$ cat src/rtl/ubbe_pkg.sv
// Shared encodings for the LED sequencer: pattern modes, scanner states, widths.
package ubbe_pkg;

    localparam int unsigned MODE_W = 2;
    localparam int unsigned CNT_W  = 32;
    localparam int unsigned DEB_W  = 16;

    typedef enum logic [MODE_W-1:0] {
        MODE_UP   = 2'd0,
        MODE_DOWN = 2'd1,
        MODE_WALK = 2'd2,
        MODE_SCAN = 2'd3
    } mode_t;

    typedef enum logic {
        SCAN_UP   = 1'b0,
        SCAN_DOWN = 1'b1
    } scan_state_t;

endpackage

$ cat src/rtl/ubbe_debounce.sv
// Push-button conditioning: 2-flop synchroniser, stable-count debouncer and
// a one-cycle pulse on each accepted 0->1 transition.
module ubbe_debounce
    import ubbe_pkg::*;
#(
    parameter int unsigned DEB_CYCLES = 16
) (
    input  logic clk,
    input  logic reset_n,
    input  logic din,
    output logic dout,
    output logic rise
);

    logic             sync_q1;
    logic             sync_q2;
    logic [DEB_W-1:0] cnt_q;
    logic [DEB_W-1:0] cnt_d;
    logic             dout_d;
    logic             rise_d;

    // Count consecutive cycles the synchronised input disagrees with the level.
    always_comb begin
        cnt_d  = '0;
        dout_d = dout;
        rise_d = 1'b0;
        if (sync_q2 != dout) begin
            if ((32'(cnt_q) + 32'd1) >= DEB_CYCLES) begin
                dout_d = sync_q2;
                rise_d = sync_q2;
            end else begin
                cnt_d = cnt_q + DEB_W'(1);
            end
        end
    end

    always_ff @(posedge clk or negedge reset_n) begin
        if (!reset_n) begin
            sync_q1 <= 1'b0;
            sync_q2 <= 1'b0;
            cnt_q   <= '0;
            dout    <= 1'b0;
            rise    <= 1'b0;
        end else begin
            sync_q1 <= din;
            sync_q2 <= sync_q1;
            cnt_q   <= cnt_d;
            dout    <= dout_d;
            rise    <= rise_d;
        end
    end

endmodule

$ cat src/rtl/ubbe_ledseq.sv
// LED pattern sequencer: free-running tick divider, debounced step button,
// and four selectable patterns advanced either by tick or by button press.
module ubbe_ledseq
    import ubbe_pkg::*;
#(
    parameter int unsigned NUM_LEDS   = 8,
    parameter int unsigned DELAY      = 32'h0010_0000,
    parameter int unsigned DEB_CYCLES = 16
) (
    input  logic                clk,
    input  logic                reset_n,
    input  logic [MODE_W-1:0]   mode,
    input  logic                run,
    input  logic                step,
    output logic [NUM_LEDS-1:0] led,
    output logic                tick
);

    localparam int unsigned LED_W = NUM_LEDS;

    logic [CNT_W-1:0] cnt_q;
    logic [CNT_W-1:0] cnt_d;
    logic             tick_d;
    mode_t            mode_in;
    mode_t            mode_q;
    scan_state_t      scan_q;
    scan_state_t      scan_d;
    logic [LED_W-1:0] led_d;
    logic [LED_W-1:0] shifted;
    logic             step_level;
    logic             step_rise;
    logic             press;
    logic             reload;
    logic             advance;

    ubbe_debounce #(
        .DEB_CYCLES (DEB_CYCLES)
    ) u_debounce (
        .clk     (clk),
        .reset_n (reset_n),
        .din     (step),
        .dout    (step_level),
        .rise    (step_rise)
    );

    // A rise is only ever reported alongside a high level; qualify anyway.
    assign press   = step_rise & step_level;
    assign mode_in = mode_t'(mode);
    assign reload  = (mode_in != mode_q);
    assign advance = run ? tick : press;

    // Free-running divider, period DELAY+1.
    always_comb begin
        cnt_d  = cnt_q + CNT_W'(1);
        tick_d = 1'b0;
        if (cnt_q == CNT_W'(DELAY)) begin
            cnt_d  = '0;
            tick_d = 1'b1;
        end
    end

    // Next pattern and scanner state; a reload beats a coincident advance.
    always_comb begin
        led_d   = led;
        scan_d  = scan_q;
        shifted = '0;
        if (reload) begin
            scan_d = SCAN_UP;
            case (mode_in)
                MODE_UP:   led_d = '0;
                MODE_DOWN: led_d = '1;
                default:   led_d = LED_W'(1);
            endcase
        end else if (advance) begin
            case (mode_q)
                MODE_UP:   led_d = led + LED_W'(1);
                MODE_DOWN: led_d = led - LED_W'(1);
                MODE_WALK: led_d = {led[LED_W-2:0], led[LED_W-1]};
                default: begin
                    if (scan_q == SCAN_UP) begin
                        shifted = led << 1;
                        if (shifted[LED_W-1]) begin
                            scan_d = SCAN_DOWN;
                        end
                    end else begin
                        shifted = led >> 1;
                        if (shifted[0]) begin
                            scan_d = SCAN_UP;
                        end
                    end
                    led_d = shifted;
                end
            endcase
        end
    end

    always_ff @(posedge clk or negedge reset_n) begin
        if (!reset_n) begin
            cnt_q  <= '0;
            tick   <= 1'b0;
            mode_q <= MODE_UP;
            scan_q <= SCAN_UP;
            led    <= '0;
        end else begin
            cnt_q  <= cnt_d;
            tick   <= tick_d;
            mode_q <= mode_in;
            scan_q <= scan_d;
            led    <= led_d;
        end
    end

endmodule
$ cat config.mk
export PLATFORM = sky130hd
export DESIGN_NAME = ubbe_ledseq
export DESIGN_NICKNAME = d
export VERILOG_FILES = /design/src/rtl/ubbe_pkg.sv /design/src/rtl/ubbe_debounce.sv /design/src/rtl/ubbe_ledseq.sv
export SDC_FILE = /design/constraint.sdc
export NUM_CORES = 1
export LEC_CHECK = 0
export ABC_AREA = 1
export CORE_AREA = 2 2 103 105
export CTS_BUF_LIST = sky130_fd_sc_hd__clkbuf_16
export CTS_CLUSTER_DIAMETER = 30
export CTS_CLUSTER_SIZE = 30
export DETAILED_ROUTE_END_ITERATION = 12
export DIE_AREA = 0 0 105 107
export HOLD_SLACK_MARGIN = 0.15
export PLACE_DENSITY_LB_ADDON = 0.1
export SLEW_MARGIN = 20
export SYNTH_ARGS = -nofsm -noshare
export SYNTH_HDL_FRONTEND = slang
export SYNTH_SLANG_ARGS = --single-unit
$ cat constraint.sdc
create_clock -name clk -period 5.2 [get_ports clk]
set_input_delay 0.78 -clock clk [delete_from_list [all_inputs] [get_ports clk]]
set_output_delay 0.78 -clock clk [all_outputs]
set_load 0.01 [all_outputs]
== After elaboration in Yosys (flattened, before gate mapping) ==
Index checks and enable logic that the tools add are counted.

* Shifts and indexed selects: 0
* Bitwise gates (word level): 1
* Reductions and logical operators: 6
* Eq/ne operators: 7
* Add/sub/neg operators: 5
* $lt $le $gt $ge: 1
* Multiplexer cells: 18
* Divide/modulo/power cells: 0
* Multipliers: 0

{| class="wikitable"
|+ Operators with widths
! kind !! number
|-
| $add A32 B1 Y32 const B || 1
|-
| $eq A32 B21 Y1 const B || 1
|-
| $ge A32 B5 Y1 const B || 1
|-
| $mux W16 || 2
|-
| $mux W32 || 1
|-
| $mux W8 || 3
|-
| $pmux W8 S3 || 1
|-
| $add A16 B1 Y17 const B || 1
|-
| $add A16 B1 Y16 const B || 1
|-
| $pmux W8 S2 || 1
|-
| $mux W1 || 10
|-
| $add A8 B1 Y8 const B || 1
|-
| $sub A8 B1 Y8 const B || 1
|-
| $eq A2 B1 Y1 const B || 2
|-
| $logic_not A2 Y1 || 2
|-
| $reduce_and A2 Y1 || 2
|-
| $reduce_or A3 Y1 || 1
|-
| $eq A2 B2 Y1 const B || 1
|-
| $ne A2 B1 Y1 const B || 1
|-
| $ne A2 B2 Y1 || 1
|-
| $reduce_bool A2 Y1 || 1
|-
| $and A1 B1 Y1 || 1
|-
| $ne A1 B1 Y1 || 1
|}

* Memory bits (read-only): 0
* Memories: 0
* Bits in registers: 64
* Memory bits (writable): 0
* Output and inout port bits: 9
* Bits of input ports: 6
* Bits in latches: 0

== Logic depth before layout (Yosys ltp) ==
* Depth in word-level cells: 5
* Gate-level depth with buffers: 14
* Depth with buffers taken out: 14

== Hierarchy ==
Synthesis repeated with hierarchy kept, for this count alone.

* Cells, all modules: 490
* Area total of the unflattened synthesis: 3856.2 um^2

{| class="wikitable"
|+ Modules (own cells, without submodules)
! module !! sequential area each (um^2) !! instances !! area an instance (um^2) !! cells an instance
|-
| ubbe_ledseq || 1101.1 || 1 || 2820.2 || 360
|-
| ubbe_debounce || 500.5 || 1 || 1036.0 || 130
|}

== Least setup slack after synthesis ==
Ideal clock, no wire load.

* Path type: register to register
* Start: register mode_q[1]
* End: register led[5]
* Library setup time: 0.077 ns
* Arrival time: 1.830 ns
* Path slack: 3.293 ns
* Buffers on the path: 0
* Cell stages (with the launch flop): 14
* Path through: dfrtp_1 > inv_2 > nand2_1 > inv_1 > ha_1 > a21oi_1 > nand2_1 > nand3_1 > nand2_1 > nand2_1 > nand3_1 > nand2_1 > nand2_1 > a21oi_1

* Cells in the longest elaborated chain, start to end: 4
* Elaborated cells between the ends (all ways): 8

{| class="wikitable"
|+ Ends and longest elaborated chain
! element !! line !! source
|-
| from (decl) || ubbe_ledseq.sv:25 || <nowiki>mode_t mode_q;</nowiki>
|-
| from (signal assigned) || ubbe_ledseq.sv:107 || <nowiki>mode_q <= mode_in;</nowiki>
|-
| $eq A2 B2 Y1 (tied with other cells) || ubbe_ledseq.sv:75 || <nowiki>case (mode_q)</nowiki>
|-
| $pmux W8 S3 || ubbe_ledseq.sv:75 ||
|-
| $mux W8 || ubbe_ledseq.sv:74 || <nowiki>end else if (advance) begin</nowiki>
|-
| $mux W8 || ubbe_ledseq.sv:67 || <nowiki>if (reload) begin</nowiki>
|-
| to (signal assigned) || ubbe_ledseq.sv:109 || <nowiki>led <= led_d;</nowiki>
|-
| to (decl) || ubbe_ledseq.sv:15 || <nowiki>output logic [NUM_LEDS-1:0] led,</nowiki>
|}

Parallel ways exist; a longest one is shown, timed or not. The select of a mux whose other input is x is not followed.
A chain may end at the register's enable or synchronous reset.

== Worst setup path after layout ==
* Start: register mode_q[1]
* End: register led[4]

The elaborated chain is that of the path after synthesis.

==> results.json <==
{
  "number_of_sinks_driven_by_the_clock_tree": 64,
  "synth.distinct_cells": 32,
  "gr-usage-all-layers": 0.1599,
  "die_extent_in_y_um": 107,
  "largest_net_degree_at_the_start_of_global_routing": 39,
  "drc_errors": 0,
  "io_pins": 15,
  "maxSlewViolCount": 0,
  "seq_total_area_yosys": 0.4252,
  "status": "complete, no violations",
  "worst-path-max-fanout": 8,
  "cts_root_buffer": "clkbuf_16",
  "cts_inserted_buffers": 9,
  "layout_setup_ws_ns": 2.930,
  "finalWeightedCongestion": 0.8713,
  "finalHoldViolations": 0,
  "cp-start-kind": "register",
  "fin_crit_ns": 2.270,
  "dp_cells": 645,
  "worst_max_slew_pin_slew_ns": 0.5939,
  "dieWidth_um": 105,
  "netlist_instances": 483,
  "cts_tree": "done",
  "wirelength_routed_um": 8070,
  "fmax_ghz": 0.4406,
  "routed_wire_length_per_instance_um": 12.21,
  "post-layout-total-power_mw": 1.321,
  "synthesis.area_sq_um": 3766,
  "drt_first_pass_iters": 4,
  "dp_hpwl_um": 6208,
  "first_global_vias": 3018,
  "layout-area-overhead-vs-synth_pct": 17.28,
  "rsz_0062_raised_after_global_routing": "false",
  "yosysWarningCount": 0,
  "n_antenna_cell": 0,
  "antenna_left": 0,
  "final-setup-viol-count": 0,
  "clock_tree.htree_level_count": 3,
  "post_cts_buffers": 0,
  "quantity_of_hold_fixing_buffers_added_after_cts": 0,
  "totalNegativeSetupSlack_ns": 0,
  "cap_viol_max_count": 0,
  "die_area_sq_um": 11240,
  "clk_pin_slew_worst_paths_ns": 0.06,
  "slew-limit-headroom": 0.6041,
  "final.fill_count": 1044,
  "timing.critical_path.arrival_ns": 2.53,
  "detailedRoute.firstIterationViolations": 117,
  "fp-row-count": 37,
  "worst_voltage_drop_across_the_vdd_grid_mv": 0.1490,
  "core_area_sq_um": 10090,
  "postSynthAreaPerCell_sq_um": 7.797,
  "starting_density_of_the_core": 0.3732,
  "leakage_nw": 2.113,
  "dp_worst_setup_slack_ns": 2.707,
  "worst_setup_path_end_kind": "register",
  "grt_overflow_total": 0,
  "dr_total_vias": 3072,
  "clk_path_buf_depth": 2,
  "drive_above_1_share": 0.08190,
  "critical_path_required_ns": 5.46,
  "route.detailed.vias_per_inst": 4.648,
  "number_of_antenna_violations_at_the_first_check_in_global_routing": 0,
  "critical_path_class": "reg2reg",
  "cts-resized-gates": 0,
  "io_buffers": 14,
  "instances_no_fill": 661,
  "final_net_count": 536,
  "final_min_period_over_clock_period": 0.4365,
  "hold_class": "reg2reg",
  "final.setup_skew_ns": 0.006971,
  "wire_length_of_the_first_global_routing_pass_um": 14300,
  "clk_latency_ns": 0.33,
  "power_density_nw_per_um2": 299.1,
  "synth-seq-cells": 64
}
critical path: stages, from the launching register on:
cell and delay (ns):
dfrtp_1 0.46, inv_2 0.16, nand2_1 0.10, inv_1 0.28, ha_1 0.38, a21oi_1 0.21
nand2_1 0.10, nand2_1 0.07, nand2_1 0.04, o21ai_0 0.17, a21oi_1 0.10, a21oi_1 0.13
state kept, by name (all words and copies together), names as in the netlist:
signal              flops
u_debounce.sync_q2      1
u_debounce.rise         1
scan_q                  1
u_debounce.dout         1
mode_q                  2
u_debounce.sync_q1      1
tick                    1
led                     8
u_debounce.cnt_q       16
cnt_q                  32
layer usage:
| metal | track usage | wire length, um |
|---|---|---|
| met1 | 0.2121 | 3872 |
| met2 | 0.2463 | 3677 |
| met3 | 0.04195 | 308 |
| met4 | 0.06952 | 211 |
| met5 | 0 | 0 |
layout by cell type (no fill, tap or decap), types with 6 or more instances in the layout:
cell	instances
dfrtp_1	64
inv_1	72
nand2_1	108
nor3_1	11
xnor2_1	12
nor2_1	58
conb_1	12
clkdlybuf4s50_1	13
nand3_1	34
ha_1	9
clkbuf_16	9
nor2_2	8
xor2_1	29
a21oi_1	20
nor4_1	6
nand4_1	11
cells by family (layout without fill, tap and decap cells):
family / Yosys count / count (layout) / synth area share
simple gates: 257 / 257 / 0.3136
buf+inv: 75 / 106 / 0.07475
flops: 64 / 64 / 0.4253
xor+xnor: 41 / 41 / 0.09535
compound gates: 35 / 35 / 0.05482
fa+ha+maj: 10 / 10 / 0.03522
other cells: 1 / 12 / 0.0009957
worst paths after layout:
check / startpoint / end / slack (ns) / depth (start not counted)
max: mode_q[1]$_DFF_PN0_ / led[4]$_DFFE_PN0P_ / 2.93 / 11
min reg2reg: u_debounce.sync_q1$_DFF_PN0_ / u_debounce.sync_q2$_DFF_PN0_ / 0.35 / 0
max in group asynchronous: reset_n / cnt_q[24]$_DFF_PN0_ / 3.85 / 2
min in group asynchronous: reset_n / u_debounce.cnt_q[7]$_DFF_PN0_ / 0.45 / 1
max reg2reg: mode_q[1]$_DFF_PN0_ / led[4]$_DFFE_PN0P_ / 2.93 / 11
min: u_debounce.sync_q1$_DFF_PN0_ / u_debounce.sync_q2$_DFF_PN0_ / 0.35 / 0
layout make-up:
| class | instances | area, sq um | share of cell area |
|---|---|---|---|
| timing repair buffer | 15 | 142.6 | 0.03229 |
| clock buffer | 9 | 225.2 | 0.05099 |
| tap | 136 | 170.2 | 0.03853 |
| clock inverter | 7 | 71.32 | 0.01615 |
| inverter | 75 | 281.5 | 0.06374 |
| multi-input combinational | 355 | 1924 | 0.4357 |
| sequential | 64 | 1602 | 0.3626 |
report_power, final:
part           switching, mW  internal, mW  leakage, nW  total, mW
clock network          0.222         0.370        0.139      0.592
logic                  0.104        0.0767         1.15      0.181
registers             0.0298         0.519        0.825      0.548
total                  0.356         0.966         2.11       1.32
through the flow:
step                utilization  cell area [sq um]  hold WS [ns]
finish                   0.4376               4417        0.3515
global route             0.4376               4417        0.3543
CTS                      0.4376               4417        0.3539
detailed placement       0.4083               4120        0.3443
global placement         0.4083               4120        0.3416
floorplan                     -               3807        0.3312
Yosys cell counts:
master,instances,area share
a21oi_1,20,0.027
a22oi_1,3,0.0060
a32oi_1,1,0.0023
and3_1,1,0.0017
clkinv_1,1,0.0010
conb_1,1,0.0010
dfrtp_1,64,0.43
fa_1,1,0.0053
ha_1,9,0.030
inv_1,72,0.072
inv_2,2,0.0020
nand2_1,108,0.11
nand2_2,4,0.0066
nand3_1,34,0.045
nand3_2,4,0.011
nand3b_1,5,0.010
nand4_1,11,0.018
nor2_1,58,0.058
nor2_2,8,0.013
nor2_4,4,0.012
nor3_1,11,0.015
nor3_2,1,0.0027
nor4_1,6,0.010
o21a_1,1,0.0020
o21ai_0,5,0.0066
o21ai_1,1,0.0013
o21bai_1,1,0.0020
o221ai_1,2,0.0047
o31ai_2,1,0.0033
or2_2,2,0.0033
xnor2_1,12,0.028
xor2_1,29,0.067
(Power assumes the default switching activity.)
